**src/rtl/bemf_scheduler.sv**
```systemverilog
// Back-EMF measurement scheduler: round-robin picks one axis per slot, coasts it,
// requests an ADC conversion, captures the sample and restores drive.
// Optional build macro BEMF_SCHED_TIMEOUT_EN: a stalled conversion is forced to
// complete with an all-ones sample after 255 cycles without an acknowledge.
module bemf_scheduler #(
  parameter int unsigned PERIOD_W = 16,
  parameter int unsigned SETTLE_W = 12,
  parameter int unsigned ADC_W    = 10
) (
  input  logic                Clk,
  input  logic                Reset,
  input  logic                Enable,
  input  logic [3:0]          AxisEn,
  input  logic [PERIOD_W-1:0] Period,
  input  logic [SETTLE_W-1:0] Settle,
  output logic [3:0]          Active,
  output logic [3:0]          Measure,
  output logic                AdcReq,
  output logic [1:0]          AdcChan,
  input  logic                AdcAck,
  input  logic [ADC_W-1:0]    AdcData,
  output logic                ResultValid,
  output logic [1:0]          ResultAxis,
  output logic [ADC_W-1:0]    ResultData,
  output logic                IntStatus,
  input  logic                IntReset
);

  localparam int unsigned AXIS_W = 2;
  localparam int unsigned TO_W   = 8;

  typedef enum logic [2:0] {
    S_IDLE,
    S_WAIT,
    S_COAST,
    S_CONVERT,
    S_RESTORE
  } state_t;

  state_t              state_q, state_d;
  logic [PERIOD_W-1:0] gap_q, gap_d;
  logic [SETTLE_W-1:0] settle_q, settle_d;
  logic [AXIS_W-1:0]   axis_q, axis_d;
  logic [AXIS_W-1:0]   ptr_q, ptr_d;
  logic [3:0]          active_q, active_d;
  logic [3:0]          measure_q, measure_d;
  logic                adc_req_q, adc_req_d;
  logic [AXIS_W-1:0]   adc_chan_q, adc_chan_d;
  logic                res_valid_q, res_valid_d;
  logic [AXIS_W-1:0]   res_axis_q, res_axis_d;
  logic [ADC_W-1:0]    res_data_q, res_data_d;
  logic                int_q, int_d;

  logic [AXIS_W-1:0]   next_axis;
  logic [AXIS_W-1:0]   cand;
  logic                found;
  logic                adc_done;
  logic [ADC_W-1:0]    adc_val;
  logic                coasting;

  // Round-robin pick: first enabled axis after ptr, ptr itself checked last
  always_comb begin
    next_axis = ptr_q;
    cand      = ptr_q;
    found     = 1'b0;
    for (int i = 1; i <= 4; i++) begin
      cand = AXIS_W'(ptr_q + AXIS_W'(i));
      if (!found && AxisEn[cand]) begin
        next_axis = cand;
        found     = 1'b1;
      end
    end
  end

`ifdef BEMF_SCHED_TIMEOUT_EN
  logic [TO_W-1:0] to_q, to_d;

  // Conversion completes on acknowledge or when the stall counter saturates
  always_comb begin
    adc_done = AdcAck || (to_q == {TO_W{1'b1}});
    adc_val  = AdcAck ? AdcData : {ADC_W{1'b1}};
    to_d     = (state_q == S_CONVERT && state_d == S_CONVERT) ? TO_W'(to_q + TO_W'(1)) : '0;
  end

  // Stall counter register, cleared whenever CONVERT is left or entered
  always_ff @(posedge Clk) begin
    if (Reset) to_q <= '0;
    else       to_q <= to_d;
  end
`else
  // Conversion completes only on acknowledge
  always_comb begin
    adc_done = AdcAck;
    adc_val  = AdcData;
  end
`endif

  // Next-state and registered-output computation
  always_comb begin
    state_d     = state_q;
    gap_d       = gap_q;
    settle_d    = settle_q;
    axis_d      = axis_q;
    ptr_d       = ptr_q;
    res_valid_d = 1'b0;
    res_axis_d  = res_axis_q;
    res_data_d  = res_data_q;

    case (state_q)
      S_IDLE: begin
        if (Enable && (AxisEn != 4'h0)) begin
          state_d = S_WAIT;
          gap_d   = Period;
        end
      end
      S_WAIT: begin
        if (!Enable || (AxisEn == 4'h0)) begin
          state_d = S_IDLE;
        end else if (gap_q == '0) begin
          state_d  = S_COAST;
          axis_d   = next_axis;
          settle_d = Settle;
        end else begin
          gap_d = PERIOD_W'(gap_q - PERIOD_W'(1));
        end
      end
      S_COAST: begin
        if (settle_q == '0) state_d = S_CONVERT;
        else                settle_d = SETTLE_W'(settle_q - SETTLE_W'(1));
      end
      S_CONVERT: begin
        if (adc_done) begin
          state_d     = S_RESTORE;
          res_data_d  = adc_val;
          res_axis_d  = axis_q;
          res_valid_d = 1'b1;
        end
      end
      S_RESTORE: begin
        ptr_d = axis_q;
        if (Enable && (AxisEn != 4'h0)) begin
          state_d = S_WAIT;
          gap_d   = Period;
        end else begin
          state_d = S_IDLE;
        end
      end
      default: state_d = S_IDLE;
    endcase

    coasting   = (state_d == S_COAST) || (state_d == S_CONVERT);
    active_d   = coasting ? ~(4'b0001 << axis_d) : 4'hF;
    adc_req_d  = (state_d == S_CONVERT);
    measure_d  = adc_req_d ? (4'b0001 << axis_d) : 4'h0;
    adc_chan_d = adc_req_d ? axis_d : adc_chan_q;
    int_d      = res_valid_q ? 1'b1 : (IntReset ? 1'b0 : int_q);
  end

  // State and output registers
  always_ff @(posedge Clk) begin
    if (Reset) begin
      state_q     <= S_IDLE;
      gap_q       <= '0;
      settle_q    <= '0;
      axis_q      <= '0;
      ptr_q       <= AXIS_W'(3);
      active_q    <= 4'h0;
      measure_q   <= 4'h0;
      adc_req_q   <= 1'b0;
      adc_chan_q  <= '0;
      res_valid_q <= 1'b0;
      res_axis_q  <= '0;
      res_data_q  <= '0;
      int_q       <= 1'b0;
    end else begin
      state_q     <= state_d;
      gap_q       <= gap_d;
      settle_q    <= settle_d;
      axis_q      <= axis_d;
      ptr_q       <= ptr_d;
      active_q    <= active_d;
      measure_q   <= measure_d;
      adc_req_q   <= adc_req_d;
      adc_chan_q  <= adc_chan_d;
      res_valid_q <= res_valid_d;
      res_axis_q  <= res_axis_d;
      res_data_q  <= res_data_d;
      int_q       <= int_d;
    end
  end

  assign Active      = active_q;
  assign Measure     = measure_q;
  assign AdcReq      = adc_req_q;
  assign AdcChan     = adc_chan_q;
  assign ResultValid = res_valid_q;
  assign ResultAxis  = res_axis_q;
  assign ResultData  = res_data_q;
  assign IntStatus   = int_q;

endmodule

```
**config.mk**
```make
export PLATFORM = sky130hd
export DESIGN_NAME = bemf_scheduler
export DESIGN_NICKNAME = d
export VERILOG_FILES = /design/src/rtl/bemf_scheduler.sv
export SDC_FILE = /design/constraint.sdc
export NUM_CORES = 1
export LEC_CHECK = 0
export CELL_PAD_IN_SITES_DETAIL_PLACEMENT = 0
export CELL_PAD_IN_SITES_GLOBAL_PLACEMENT = 1
export CORE_MARGIN = 5
export CORE_UTILIZATION = 39
export DETAILED_ROUTE_END_ITERATION = 16
export GPL_TIMING_DRIVEN = 0
export PLACE_DENSITY_LB_ADDON = 0.1
export SYNTH_ARGS = -nofsm -noshare
export SYNTH_HDL_FRONTEND = slang
export SYNTH_SLANG_ARGS = --single-unit
```
**constraint.sdc**
```tcl
create_clock -name Clk -period 3.8 [get_ports Clk]
set_clock_uncertainty 0.1 [all_clocks]
set_input_delay 0.57 -clock Clk [delete_from_list [all_inputs] [get_ports Clk]]
set_output_delay 0.57 -clock Clk [all_outputs]
set_load 0.005 [all_outputs]
```
==> results.yml, run 1 <==
cts:
  root_buffer: "clkbuf_8"
  cts_max_level: 3
  cts_made_buffers: 9
  numClockSinks: 60
  postCtsHoldBufs: 0
  cts_setup_buffers: 0
  clockBufferDepth: 2
  ctsResizeCount: 0
  cts.clk_slew.worst_paths_ns: 0.07
  cts_tree: "built"
  clkLatencyLatePin_ns: 0.34
power:
  total_power_mw: 1.67
  power_density_mw_per_mm2: 409
  seqPwrFrac: 0.408
  swShare: 0.264
  p_sw_mw: 0.442
  ir_drop_v: 0.000221
  p_int_mw: 1.23
  clkPwrFrac: 0.418
  p_leak_nw: 1.46
  p_comb_frac: 0.174
grt:
  grt_max_degree: 11
  grt_usage: 0.187
  globalRoute.totalOverflow: 0
  antenna_found_initial: 0
  grt_pass1_vias: 2920
  grt_pass1_wl_mm: 14.7
synthesis:
  seq_area_frac_synth: 0.397
  synth_most_common_cell: "nand2_1"
  synthTopCellsByArea: "dfxtp_1 40%, nand2_1 7.7%, a21oi_1 7.1%"
  synth_edf_count: 0
  synthDominantCellAreaShare: 0.397
  yosysWarnings: 0
  netlist_area_sq_mm: 0.00302
  yosys.area.top_type: "dfxtp_1"
  ys_seq_elements: 60
  synth_common_cells: "62 x nand2_1, 60 x dfxtp_1, 43 x a21oi_1, 32 x nor2_1, 24 x o21ai_0"
  synth.net_count: 430
  synth_cells: 381
  synth_area_per_cell_sq_um: 7.93
  async_reset_ff_frac: 0
  ys.flop_type: "dfxtp_1"
  synth_cell_types: 64
drt:
  first_pass_iters: 4
  post_drt_via_cell_ratio: 5.43
  wirelength_mm: 8.84
  ant_nets: 0
  wl_per_cell_um: 15.6
  vias: 3087
  drt_iter0_drc: 122
  drc_errors: 0
placement:
  dp.cells: 553
  dpl.hpwl_mm: 6.42
  placed_area_sq_mm: 0.00385
  port_buffers: 70
  place_ws_ns: 1.02
  gp_congestion: 0.822
setup_path:
  worstSetupStartpointType: "flop"
  critPathArrivalTime_ns: 2.68
  setup.worst_path.end_class: "flop"
  cp_cell_sequence: "inv_1 -> ha_1 -> nor3b_4 -> nand4_2 -> nor3_2 -> o22ai_1 -> mux2_1"
  rr_startpoint: "gap_q[0]$_SDFFE_PP0P_"
  path_max_fanout: 9
  critPathTopFamily: "simple AND/OR/NAND/NOR gates"
  cp.required_ns: 3.93
  worstSetupPathType: "flop to flop"
  path_buf_inv: 1
  setup.worst_path.start: "gap_q[0]$_SDFFE_PP0P_"
  slowest_delay_ns: 0.49
  critPathSlowestCell: "nor3_2"
die:
  std_cell_rows: 32
  die_w_um: 98.0
  ioPinCount: 72
  die_h_um: 98.0
  initial_core_util: 0.395
  die_area_sq_mm: 0.00961
  coreArea_sq_mm: 0.00765
layout:
  stdcell_count: 568
  utilization: 0.535
  drive_gt1_frac: 0.0665
  num-fill-cells: 776
  fin_nets: 511
  diodes: 0
  syn2layout_area_growth_pct: 35.3
  stdcell_area_sq_mm: 0.00409
timing:
  setup_violations: 0
  finalHoldViolations: 0
  max_freq_mhz: 392
  rsz0062_at_grt: "no"
  timing.final.ws_setup_ns: 1.25
  hold_slack_ns: 0.358
  slew_violations: 0
  timing.final.crit_share: 0.671
  fin_crit_ns: 2.55
  worst_slew_pin_slew_ns: 0.662
  max-slew-margin-rel: 0.555
  fin_tns_setup_ns: 0
min_path:
  hp-class: "flop to flop"
  holdCritStartpoint: "ResultData[8]$_SDFFE_PP0P_"
flow_run:
  cap_violations: 0
run_status:
  status: "complete, no violations"
state kept, by name, summed over array words and instances (netlist names):
signal / cells
Active: 4
IntStatus: 1
state_q: 3
Measure: 4
axis_q: 2
ResultValid: 1
AdcChan: 2
ResultAxis: 2
settle_q: 12
ResultData: 10
gap_q: 16
ptr_q: 2
AdcReq: 1
worst paths after layout:
| kind | end | slack, ns | cells after the start |
|---|---|---|---|
| worst max register to register | AdcChan[0]$_SDFFE_PP0N_ | 1.25 | 7 |
| worst max-delay path | AdcChan[0]$_SDFFE_PP0N_ | 1.25 | 7 |
| worst min register to register | ResultData[8]$_SDFFE_PP0P_ | 0.36 | 2 |
| worst min-delay path | ResultData[8]$_SDFFE_PP0P_ | 0.36 | 2 |
power groups by stage:
stage          clock network, mW  logic (mW)  registers (mW)
3_5_place_dp                   0       0.289           0.696
2_1_floorplan                  0       0.182           0.690
3_3_place_gp                   0       0.288           0.695
6_report                   0.700       0.292           0.682
4_1_cts                    0.709       0.291           0.682
5_1_grt                    0.735       0.325           0.686
layout by cell type, fill, tap and decap left out, types with 5 or more instances in the layout:
master / Yosys / routed
clkdlybuf4s50_1: 0 / 70
nand2_1: 62 / 62
dfxtp_1: 60 / 60
a21oi_1: 43 / 43
nor2_1: 32 / 32
o21ai_0: 24 / 24
clkbuf_1: 16 / 16
nor3_1: 15 / 15
a211oi_1: 10 / 10
clkbuf_8: 0 / 10
inv_1: 8 / 8
or3_1: 6 / 6
nand3_1: 5 / 5
o21a_1: 5 / 5
a22o_1: 5 / 5
kinds of logic (layout without fill, tap and decap cells):
family,count (synthesis),in the layout,share of synthesized area
AO/OA/AOI/OAI,128,128,0.273
adder cells (fa/ha/maj),2,2,0.00828
buffers and inverters,29,114,0.0381
flip-flops,60,60,0.397
multiplexers,4,4,0.0141
AND/OR/NAND/NOR,158,158,0.269
metal layers:
layer | track usage | vias to the layer above | wire (um)
met4 | 0.0511 | 0 | 104
met3 | 0.0507 | 9 | 434
met2 | 0.298 | 67 | 4170
met5 | 0 | - | 0
met1 | 0.249 | 1452 | 4140
li1 | - | 1559 | -
cell type report:
| type | instances | area [sq um] | area share |
|---|---|---|---|
| plain buffers | 21 | 85.1 | 0.0208 |
| clock inverters | 5 | 100 | 0.0245 |
| flip-flops and latches | 60 | 1200 | 0.294 |
| clock buffers | 10 | 138 | 0.0337 |
| well taps | 102 | 128 | 0.0312 |
| multi-input cells | 292 | 1710 | 0.417 |
| repair buffers | 70 | 701 | 0.171 |
| inverters | 8 | 30.0 | 0.00734 |
worst min-delay path, cell delays in order, from the launching register on:
cell	delay [ns]
dfxtp_1	0.31
nand2_1	0.05
a21oi_1	0.05
Note: power is estimated with default switching activity, not from simulation.
==> inputs of run 2 (changes only) <==
--- a/config.mk
+++ b/config.mk
@@ -8,7 +8,7 @@
 export CELL_PAD_IN_SITES_DETAIL_PLACEMENT = 0
 export CELL_PAD_IN_SITES_GLOBAL_PLACEMENT = 1
 export CORE_MARGIN = 5
-export CORE_UTILIZATION = 39
+export CORE_UTILIZATION = 36
 export DETAILED_ROUTE_END_ITERATION = 16
 export GPL_TIMING_DRIVEN = 0
 export PLACE_DENSITY_LB_ADDON = 0.1
==> constraint.sdc (replaced) <==
create_clock -name Clk -period 2.5 [get_ports Clk]
set_clock_uncertainty 0.1 [all_clocks]
set_input_delay 0.375 -clock Clk [delete_from_list [all_inputs] [get_ports Clk]]
set_output_delay 0.375 -clock Clk [all_outputs]
set_load 0.005 [all_outputs]
==> run 2 against run 1 <==
  * Sequential share of layout area is essentially flat
  * Utilization shrank 3.8 points
  * Global-route usage shrank 0.41 points
  * Critical path depth is the same
  * Clock power grew 14%
  * Cell count grew 0.88%
  * Register-to-register slack lost 1.2 ns
  * First-iteration DRC count grew 11%
  * Die area grew 7.5%
  * Setup slack lost 1.2 ns
  * Critical path type unchanged
  * Critical endpoint is now settle_q[10]$_SDFFE_PP0P_
==> results.yml, run 2 (synthesis gave the netlist of run 1 again) <==
placement:
  port_buffers: 70
  gp_congestion: 0.765
  dp.cells: 556
  dpl.hpwl_mm: 6.57
die:
  coreArea_sq_mm: 0.00822
  std_cell_rows: 33
  ioPinCount: 72
  die_h_um: 102
  die_area_sq_mm: 0.0103
  initial_core_util: 0.368
  die_w_um: 102
grt:
  grt_pass1_wl_mm: 14.8
  globalRoute.totalOverflow: 0
  grt_pass1_vias: 3037
  grt_max_degree: 11
  antenna_found_initial: 0
  grt_usage: 0.183
setup_path:
  cp_cell_sequence: "inv_1 -> ha_1 -> or4b_4 -> or3_1 -> or3_1 -> a32oi_1 -> nor2_1"
  worstSetupStartpointType: "flop"
  cp.required_ns: 2.61
  ff2ff_path_depth: 7
  cp_common_cell: "or3_1"
  slowest_delay_ns: 0.52
  critPathSlowestCell: "or4b_4"
  critPathArrivalTime_ns: 2.51
  worstSetupPathType: "flop to flop"
  path_max_fanout: 5
  r2r_slack_ns: 0.09
  setup.worst_path.end_class: "flop"
layout:
  top_register: "gap_q"
  largest_reg_flops: 16
  num-fill-cells: 850
  stdcell_count: 573
  mostFrequentLayoutCell: "clkdlybuf4s50_1"
  diodes: 0
  final-seq-area_sq_mm: 0.00120
  fin_nets: 513
  multi_input_area_sq_mm: 0.00174
  drive_gt1_frac: 0.0791
  syn2layout_area_growth_pct: 35.1
  final_cell_mix: "70 x clkdlybuf4s50_1, 62 x nand2_1, 60 x dfxtp_1"
drt:
  drc_errors: 0
  vias: 3069
  drt_iter0_drc: 136
  wirelength_mm: 9.08
  post_drt_via_cell_ratio: 5.36
  ant_nets: 0
  wl_per_cell_um: 15.8
  first_pass_iters: 4
power:
  total_power_mw: 2.30
  seqPwrFrac: 0.451
  power_density_mw_per_mm2: 563
  p_comb_frac: 0.203
  swShare: 0.300
  ir_drop_v: 0.000296
  clkPwrFrac: 0.346
  p_leak_nw: 1.46
  p_sw_mw: 0.689
  p_int_mw: 1.61
cts:
  cts_tree: "built"
  clkLatencyLatePin_ns: 0.34
  root_buffer: "clkbuf_8"
  cts_max_level: 3
  cts_made_buffers: 9
  cts.clk_slew.worst_paths_ns: 0.07
  numClockSinks: 60
  clockBufferDepth: 2
timing:
  finalHoldViolations: 0
  max_freq_mhz: 415
  worst_slew_pin_slew_ns: 0.652
  max-slew-margin-rel: 0.565
  rsz0062_at_grt: "no"
  setup_violations: 0
  fin_crit_ns: 2.41
  slew_violations: 0
  timing.final.crit_share: 0.964
min_path:
  hp-class: "input pin to flop"
  min_path_cells: 2
flow_run:
  cap_violations: 0
run_status:
  status: "complete, no violations"
==> run 2: cell count changes in the layout (fill, tap and decap cells not counted), moves of 2 or more <==
cell,before,now
buf_4,0,2
bufinv_16,3,0
clkinvlp_4,0,2
o21ai_0,24,22
==> run 2: final timing paths <==
path / from / endpoint
max: settle_q[0]$_SDFFE_PP0P_ / settle_q[10]$_SDFFE_PP0P_
min: Reset / state_q[1]$_SDFF_PP0_
max reg2reg: settle_q[0]$_SDFFE_PP0P_ / settle_q[10]$_SDFFE_PP0P_
min reg2reg: ResultData[0]$_SDFFE_PP0P_ / ResultData[0]$_SDFFE_PP0P_
==> run 2: routing by layer <==
layer	global-route usage	up-vias	share of wire
met5	0	-	0
met1	0.241	1420	0.46
met3	0.0510	7	0.060
met2	0.297	71	0.47
met4	0.0440	0	0.011
li1	-	1571	-
==> run 2: critical path, delay by kind of cell, from the launching register on <==
family / cells / cell delay (ns)
and+or+nand+nor: 4 / 1.32
DFF: 1 / 0.34
buffers and inverters: 1 / 0.09
AOI/OAI and AO/OA: 1 / 0.20
adders and majority gates: 1 / 0.23
==> run 2: metrics by stage <==
stage / setup TNS, ns / util / area [sq um] / setup WS (ns) / hold WS [ns]
after floorplan: 0 / - / 3020 / 0.321 / 0.353
after global placement: -0.342 / 0.469 / 3850 / -0.0704 / 0.345
after detailed placement: -0.439 / 0.469 / 3850 / -0.0773 / 0.346
after CTS: 0 / 0.494 / 4060 / 0.108 / 0.292
after global routing: 0 / 0.497 / 4080 / 0.00383 / 0.309
final: 0 / 0.497 / 4080 / 0.0912 / 0.300
==> run 2: cell type report <==
class / instances / share of cell area
Tap cell: 105 / 0.0322
Clock inverter: 4 / 0.00613
Inverter: 8 / 0.00736
Sequential cell: 60 / 0.294
Buffer: 21 / 0.0208
Timing Repair Buffer: 72 / 0.175
Multi-Input combinational cell: 292 / 0.427
Clock buffer: 11 / 0.0371
==> run 2: what timing repair did <==
action / in CTS / in global routing
buffers inserted: 2 / 0
setup endpoints to repair: 4 / 25
hold buffers: 0 / 0
gates resized for setup: 2 / 6
==> run 2: power groups by stage <==
stage	sequential, mW	clock [mW]	combinational, mW
2_1_floorplan	1.05	0	0.277
3_3_place_gp	1.06	0	0.439
3_5_place_dp	1.06	0	0.442
4_1_cts	1.04	0.811	0.459
5_1_grt	1.04	0.863	0.520
6_report	1.04	0.795	0.467
